## src/rtl/serial_addsub_unit.sv

```systemverilog
// serial_addsub_unit: bit-serial adder/subtractor functional unit.
// One result bit per cycle through a single full-adder cell with a registered
// carry; result, flags and tag are offered on a valid/ready result port.
//
// Ports:
//   clk, rst            clock, synchronous active-high reset
//   in_valid/in_ready   issue handshake (accepted only in IDLE)
//   in_a, in_b          operands, sampled at the accept edge
//   in_op               0 = A+B, 1 = A-B
//   in_tag              reservation-station tag echoed on out_tag
//   out_valid/out_ready result handshake toward the CDB
//   out_result          sum/difference modulo 2^WIDTH
//   out_carry           carry out of MSB (sub: 1 = no borrow)
//   out_borrow          in_op & ~carry
//   out_overflow        signed overflow
//   out_zero            out_result == 0
//   out_tag             tag latched at issue
module serial_addsub_unit #(
  parameter int unsigned WIDTH = 8,
  parameter int unsigned TAG_W = 3
) (
  input  logic             clk,
  input  logic             rst,
  input  logic             in_valid,
  output logic             in_ready,
  input  logic [WIDTH-1:0] in_a,
  input  logic [WIDTH-1:0] in_b,
  input  logic             in_op,
  input  logic [TAG_W-1:0] in_tag,
  output logic             out_valid,
  input  logic             out_ready,
  output logic [WIDTH-1:0] out_result,
  output logic             out_carry,
  output logic             out_borrow,
  output logic             out_overflow,
  output logic             out_zero,
  output logic [TAG_W-1:0] out_tag
);

  localparam int unsigned CW = (WIDTH > 2) ? $clog2(WIDTH) : 1;

  typedef enum logic [1:0] {
    S_IDLE,
    S_RUN,
    S_DONE
  } state_t;

  state_t           state, state_nxt;
  logic [WIDTH-1:0] a_reg, b_reg;
  logic             op_reg;
  logic             carry;
  logic [CW-1:0]    cnt;
  logic [WIDTH-2:0] res_sh;   // result bits produced so far, upper-aligned

  logic             accept, last;
  logic             b_bit, s_bit, c_nxt;
  logic [WIDTH-1:0] res_nxt;

  // Handshake outputs are pure decodes of the state register.
  assign in_ready  = (state == S_IDLE);
  assign out_valid = (state == S_DONE);

  // Full-adder cell on the current bit; subtract inverts B and seeds carry=1.
  always_comb begin
    b_bit   = b_reg[cnt] ^ op_reg;
    s_bit   = a_reg[cnt] ^ b_bit ^ carry;
    c_nxt   = (a_reg[cnt] & b_bit) | (a_reg[cnt] & carry) | (b_bit & carry);
    res_nxt = {s_bit, res_sh};
  end

  // Next-state logic.
  always_comb begin
    state_nxt = state;
    accept    = 1'b0;
    last      = 1'b0;
    case (state)
      S_IDLE: begin
        if (in_valid) begin
          accept    = 1'b1;
          state_nxt = S_RUN;
        end
      end
      S_RUN: begin
        if (cnt == CW'(WIDTH - 1)) begin
          last      = 1'b1;
          state_nxt = S_DONE;
        end
      end
      S_DONE: begin
        if (out_ready) state_nxt = S_IDLE;
      end
      default: state_nxt = S_IDLE;
    endcase
  end

  // State, datapath and result registers.
  always_ff @(posedge clk) begin
    if (rst) begin
      state        <= S_IDLE;
      a_reg        <= '0;
      b_reg        <= '0;
      op_reg       <= 1'b0;
      carry        <= 1'b0;
      cnt          <= '0;
      res_sh       <= '0;
      out_result   <= '0;
      out_carry    <= 1'b0;
      out_borrow   <= 1'b0;
      out_overflow <= 1'b0;
      out_zero     <= 1'b0;
      out_tag      <= '0;
    end else begin
      state <= state_nxt;
      if (accept) begin
        a_reg   <= in_a;
        b_reg   <= in_b;
        op_reg  <= in_op;
        out_tag <= in_tag;
        carry   <= in_op;
        cnt     <= '0;
        res_sh  <= '0;
      end
      if (state == S_RUN) begin
        carry  <= c_nxt;
        cnt    <= cnt + CW'(1);
        res_sh <= res_nxt[WIDTH-1:1];
      end
      // On the MSB step, carry still holds the carry into the MSB.
      if (last) begin
        out_result   <= res_nxt;
        out_carry    <= c_nxt;
        out_borrow   <= op_reg & ~c_nxt;
        out_overflow <= carry ^ c_nxt;
        out_zero     <= (res_nxt == '0);
      end
    end
  end

endmodule

```

## config.mk

```make
export PLATFORM = sky130hd
export DESIGN_NAME = serial_addsub_unit
export DESIGN_NICKNAME = d
export VERILOG_FILES = /design/src/rtl/serial_addsub_unit.sv
export SDC_FILE = /design/constraint.sdc
export NUM_CORES = 1
export LEC_CHECK = 0
export ABC_AREA = 0
export ABC_CLOCK_PERIOD_IN_PS = 2280
export BUFFER_PORTS_ARGS = -buffer_cell sky130_fd_sc_hd__buf_2
export CAP_MARGIN = 25
export CORE_AREA = 10 10 90 92
export CTS_BUF_LIST = sky130_fd_sc_hd__clkbuf_16
export CTS_CLUSTER_DIAMETER = 60
export DETAILED_ROUTE_END_ITERATION = 7
export DIE_AREA = 0 0 100 102
export SYNTH_ARGS = -nofsm -noshare
export SYNTH_HDL_FRONTEND = slang
export SYNTH_SLANG_ARGS = --single-unit
```

## constraint.sdc

```tcl
create_clock -name clk -period 2.28 [get_ports clk]
set_input_delay 0.456 -clock clk [delete_from_list [all_inputs] [get_ports clk]]
set_output_delay 0.456 -clock clk [all_outputs]
set_load 0.005 [all_outputs]
```

* Word-level counts from Yosys, hierarchy flattened
Index checks and enable logic that the tools add are counted.
** Storage, ports and cells
- Word-level logic and storage cells :: 54
- Output and inout port bits :: 17
- Flip-flop bits (word level) :: 45
- Input port bits :: 24
** Cells by class
- Bitwise operators :: 11
- $add $sub $neg :: 1
- Mux-type cells :: 18
- Reduce and logical (&&, ||, !) cells :: 4
- Equal/unequal tests :: 6
- $lt $le $gt $ge :: 1
** Operators with widths (count)
- $mux 7 :: 2
- $logic_not 8->1 :: 1
- $mux 1 :: 8
- $bmux 1 s3 :: 2
- $mux 2 :: 3
- $mux 3 :: 2
- $pmux 2 s3 :: 1
- $and 1x1->1 :: 4
- $lt 3x4->1 const B :: 1
- $ne 2x2->1 const B :: 2
- $xor 1x1->1 :: 4
- $add 3x1->3 const B :: 1
- $eq 3x3->1 const B :: 1
- $reduce_and 3->1 :: 1
- $eq 2x1->1 const B :: 1
- $eq 2x2->1 const B :: 1
- $logic_not 2->1 :: 1
- $ne 2x1->1 const B :: 1
- $or 1x1->1 :: 2
- $reduce_bool 2->1 :: 1
- $not 1->1 :: 1

* Logic depth before layout (Yosys ltp)
- Depth in word-level cells :: 8
- Mapped depth :: 8
- Mapped depth without buffers :: 7

* Worst setup path after synthesis
OpenSTA, ideal clock, no wires.
- Kind :: reg2reg
- From :: register cnt[0]
- To :: register out_zero
- Path buffers :: 1
- Slack :: 0.132 ns
- Data arrival time :: 2.077 ns
- Stages on the path, launching flop included :: 9
- Period minus slack after synthesis :: 2.148 ns
- Data required time :: 2.210 ns
- Setup time :: 0.070 ns
- Cells stage by stage :: dfxtp_1 -> buf_6 -> mux2i_1 -> mux4_2 -> xor2_1 -> fa_1 -> nor4b_1 -> nand3_1 -> a21oi_1
** Between the ends
- Longest elaborated chain between the ends :: 6
- Elaborated cells between the ends (all ways) :: 11
- Classes of those cells :: eq/ne: 1; mux: 6; bitwise: 3; reduce/logical: 1
** Ends and longest elaborated chain
- from (decl) :: RTL line 52 : logic [CW-1:0] cnt;
- from (signal assigned) :: RTL line 125 : cnt <= cnt + CW'(1);
- $bmux 1 s3 :: RTL line 65 : b_bit = b_reg[cnt] ^ op_reg;
- $mux 1 (implied by the code) :: RTL line 65
- $xor 1x1->1 :: RTL line 65
- $xor 1x1->1 (2 in series) :: RTL line 66 : s_bit = a_reg[cnt] ^ b_bit ^ carry;
- $logic_not 8->1 :: RTL line 134 : out_zero <= (res_nxt == '0);
- to (signal assigned) :: RTL line 134
- to (decl) :: RTL line 36 : output logic out_zero,
Several ways; a longest one is shown, not always the timed one. The select of a mux whose other input is x is not followed.
A chain may end at the register's enable or synchronous reset.

* Final worst setup path
Ends and elaborated chain as after synthesis.

==> results.sh <==
export IMPL_outcome="complete, no violations"
export IMPL_start_kind="flop"
export IMPL_clock_root_buffer="clkbuf_16"
export IMPL_routed_wl_um=4340
export IMPL_core_area_um2=6280
export IMPL_finClkSkew_ns=0.00725
export IMPL_grt_total_usage=0.0882
export IMPL_ys_types=29
export IMPL_clock_path_buffers=2
export IMPL_hold_path_startpoint="in_b[2]"
export IMPL_cp_slowest_stage_delay_ns=0.53
export IMPL_start_util=0.294
export IMPL_die_h_um=102
export IMPL_fp_dieArea_um2=10200
export IMPL_worst_pin_slew_ns=0.752
export IMPL_ys_seq_elements=45
export IMPL_drive_gt1_frac=0.251
export IMPL_io_pins=41
export IMPL_die_w_um=100
export IMPL_finalHoldViolCount=0
export IMPL_path_delay_family="multiplexers"
export IMPL_cp_slowest_cell="fa_1"
export IMPL_critPathCapture="out_zero"
export IMPL_clk_pin_slew_worst_paths_ns=0.06
export IMPL_reg2reg_to="out_zero"
export IMPL_critPathKind="flop to flop"
export IMPL_drv_cap=0
export IMPL_insertion_delay_ns=0.29
export IMPL_antenna_found_initial=0
export IMPL_grt_pass1_vias=1579
export IMPL_num_vias=1559
export IMPL_grt_max_degree=46
export IMPL_rr_worst_depth=8
export IMPL_startpoint="cnt[0]"
export IMPL_n_antenna_cell=0
export IMPL_endpoint_kind="flop"
export IMPL_drv_slew=0
export IMPL_fin_hold_ws_ns=0.404
export IMPL_grt_ovfl_total=0
export IMPL_vdd_ir_drop_max_v=0.000399
export IMPL_p_leak_nw=0.901
export IMPL_wire_per_inst_um=13.1
export IMPL_power_density_nw_per_um2=794
export IMPL_period_needed_ns=2.28
export IMPL_hp_class="input port to flop"
export IMPL_dr_pass1_iters=4
export IMPL_timing_final_crit_share=0.999
export IMPL_routed_via_density=4.70
export IMPL_setup_viol=0
export IMPL_r2r_start="cnt[0]"
export IMPL_max_clock_freq_mhz=439
export IMPL_ant_nets=0
export IMPL_rrSetupSlack_ns=0.001
export IMPL_ctsHoldBuffers=0
export IMPL_rsz0062_at_grt="true"
export IMPL_htree_levels=2
export IMPL_path_depth=8
export IMPL_cp_num_buf_inv=1
export IMPL_cp_required_ns=2.50
export IMPL_slew_headroom=0.497
export IMPL_final_cells=332
export IMPL_cts_tree="done"
export IMPL_utilization=0.368
export IMPL_grt_pass1_wl_um=7310
export IMPL_rows=29
export IMPL_dpl_cell_count=324
export IMPL_layout_nets=281
export IMPL_drtIter0Drc=49
export IMPL_avgSynthCellArea_um2=8.52
export IMPL_cts_made_buffers=5
export IMPL_gp_congestion=0.736
export IMPL_drc=0
export IMPL_synth_fp_nets=244
export IMPL_crit_path_cell_trace="buf_6 > mux2i_1 > mux4_2 > xor2_2 > fa_1 > nor4b_4 > nand3_1 > a21oi_1"
export IMPL_clock_sinks=45
export IMPL_ys_warn_count=0
export IMPL_critPathMaxFanout=5
export IMPL_worstPathArrival_ns=2.50
export IMPL_cts_setup_buffers=0
export IMPL_power_mw=1.83
export IMPL_numPortBuffers=40
export IMPL_area_delta_synth_final_pct=24.9
export IMPL_ys_seq_area_frac=0.487
export IMPL_synthCells=217
export IMPL_netlist_area_um2=1850
==> worst min path at each step <==
| stage | cells after the start | end |
|---|---|---|
| global route | 3 | b_reg[5] |
| detailed placement | 2 | out_tag[2] |
| CTS | 3 | a_reg[1] |
| floorplan | 2 | a_reg[1] |
| finish | 3 | b_reg[2] |
| global placement | 2 | out_tag[0] |
==> report_power, final <==
| group | internal, mW | switching (mW) |
|---|---|---|
| Combinational | 0.0937 | 0.0965 |
| Clock | 0.513 | 0.295 |
| Sequential | 0.815 | 0.0191 |
| Total | 1.42 | 0.411 |
==> layer usage <==
layer	vias up	GRT usage	share of wire
li1	799	-	-
met1	720	0.0951	0.42
met2	34	0.149	0.49
met3	6	0.0445	0.075
met4	0	0.0261	0.012
met5	-	0	0
==> synthesized netlist by cell type (all sizes together) <==
cell type	n	area [um^2]
and3b	1	8.76
a21oi	42	210
buf	11	73.8
nand3b	1	7.51
nand2b	4	27.5
a211oi	2	15.0
nor3b	1	7.51
o21a	1	7.51
mux2i	5	50.1
inv	1	3.75
dfxtp	45	901
mux4	3	75.1
clkbuf	6	22.5
or3b	1	8.76
xnor2	1	8.76
nor2b	2	12.5
a2bb2oi	1	8.76
nor4	1	6.26
xor2	1	8.76
nor4b	1	8.76
ha	2	25.0
nor2	4	17.5
nand3	13	65.1
fa	1	20.0
nand2	66	248
==> final cells by class <==
class                      instances  area (um^2)
clock buffer                       5          125
sequential                        45          902
tap                               77         96.3
inverter                           1         3.75
multi-input combinational        154          871
fill                             670         3970
timing repair buffer              47          269
clock inverter                     3         41.3
==> what timing repair did <==
item,CTS,global route
setup endpoints to repair,1,2
pin swaps,0,1
gates resized for setup,1,7
==> cells by family after synthesis <==
logic type	synth area share
AOI/OAI and AO/OA	0.131
xor gates and xnor gates	0.00948
adders and majority gates	0.0244
buffers and inverters	0.0542
DFF	0.487
muxes	0.0677
and+or+nand+nor	0.226
==> stage by stage <==
stage | worst slack [ns] | area, um^2 | TNS, ns
after CTS | 0.00360 | 2290 | 0
after floorplan | 0.132 | 1850 | 0
after global placement | 0.0456 | 2120 | 0
after global routing | -0.133 | 2310 | -0.141
after detailed placement | -0.0303 | 2120 | -0.0303
final | 0.00132 | 2310 | 0
==> worst min-delay path, cell delays in order <==
cell and delay (ns):
buf_2 0.10, nand2_1 0.04, a21oi_1 0.05
==> layout by cell type, fill, tap and decap left out <==
| master | n |
|---|---|
| ha_1 | 2 |
| nor2_1 | 3 |
| xor2_2 | 1 |
| fa_1 | 1 |
| mux2i_2 | 1 |
| nand3b_1 | 1 |
| a2bb2oi_1 | 1 |
| nor2b_1 | 2 |
| dfxtp_2 | 1 |
| nand2_1 | 66 |
| bufinv_16 | 1 |
| o21a_1 | 1 |
| buf_6 | 1 |
| mux4_2 | 3 |
| or3b_1 | 1 |
| clkinvlp_4 | 1 |
| xnor2_1 | 1 |
| clkinv_1 | 1 |
| nor4_1 | 1 |
| and3b_1 | 1 |
| nor3b_2 | 1 |
| buf_2 | 40 |
| mux2i_1 | 4 |
| nand3_1 | 13 |
| buf_4 | 5 |
| inv_1 | 1 |
| nand2b_1 | 3 |
| nor4b_4 | 1 |
| nor2_2 | 1 |
| clkbuf_16 | 5 |
| a211oi_1 | 2 |
| nand2b_2 | 1 |
| dfxtp_1 | 44 |
| buf_12 | 1 |
| a21oi_1 | 42 |
(Power assumes the default switching activity.)
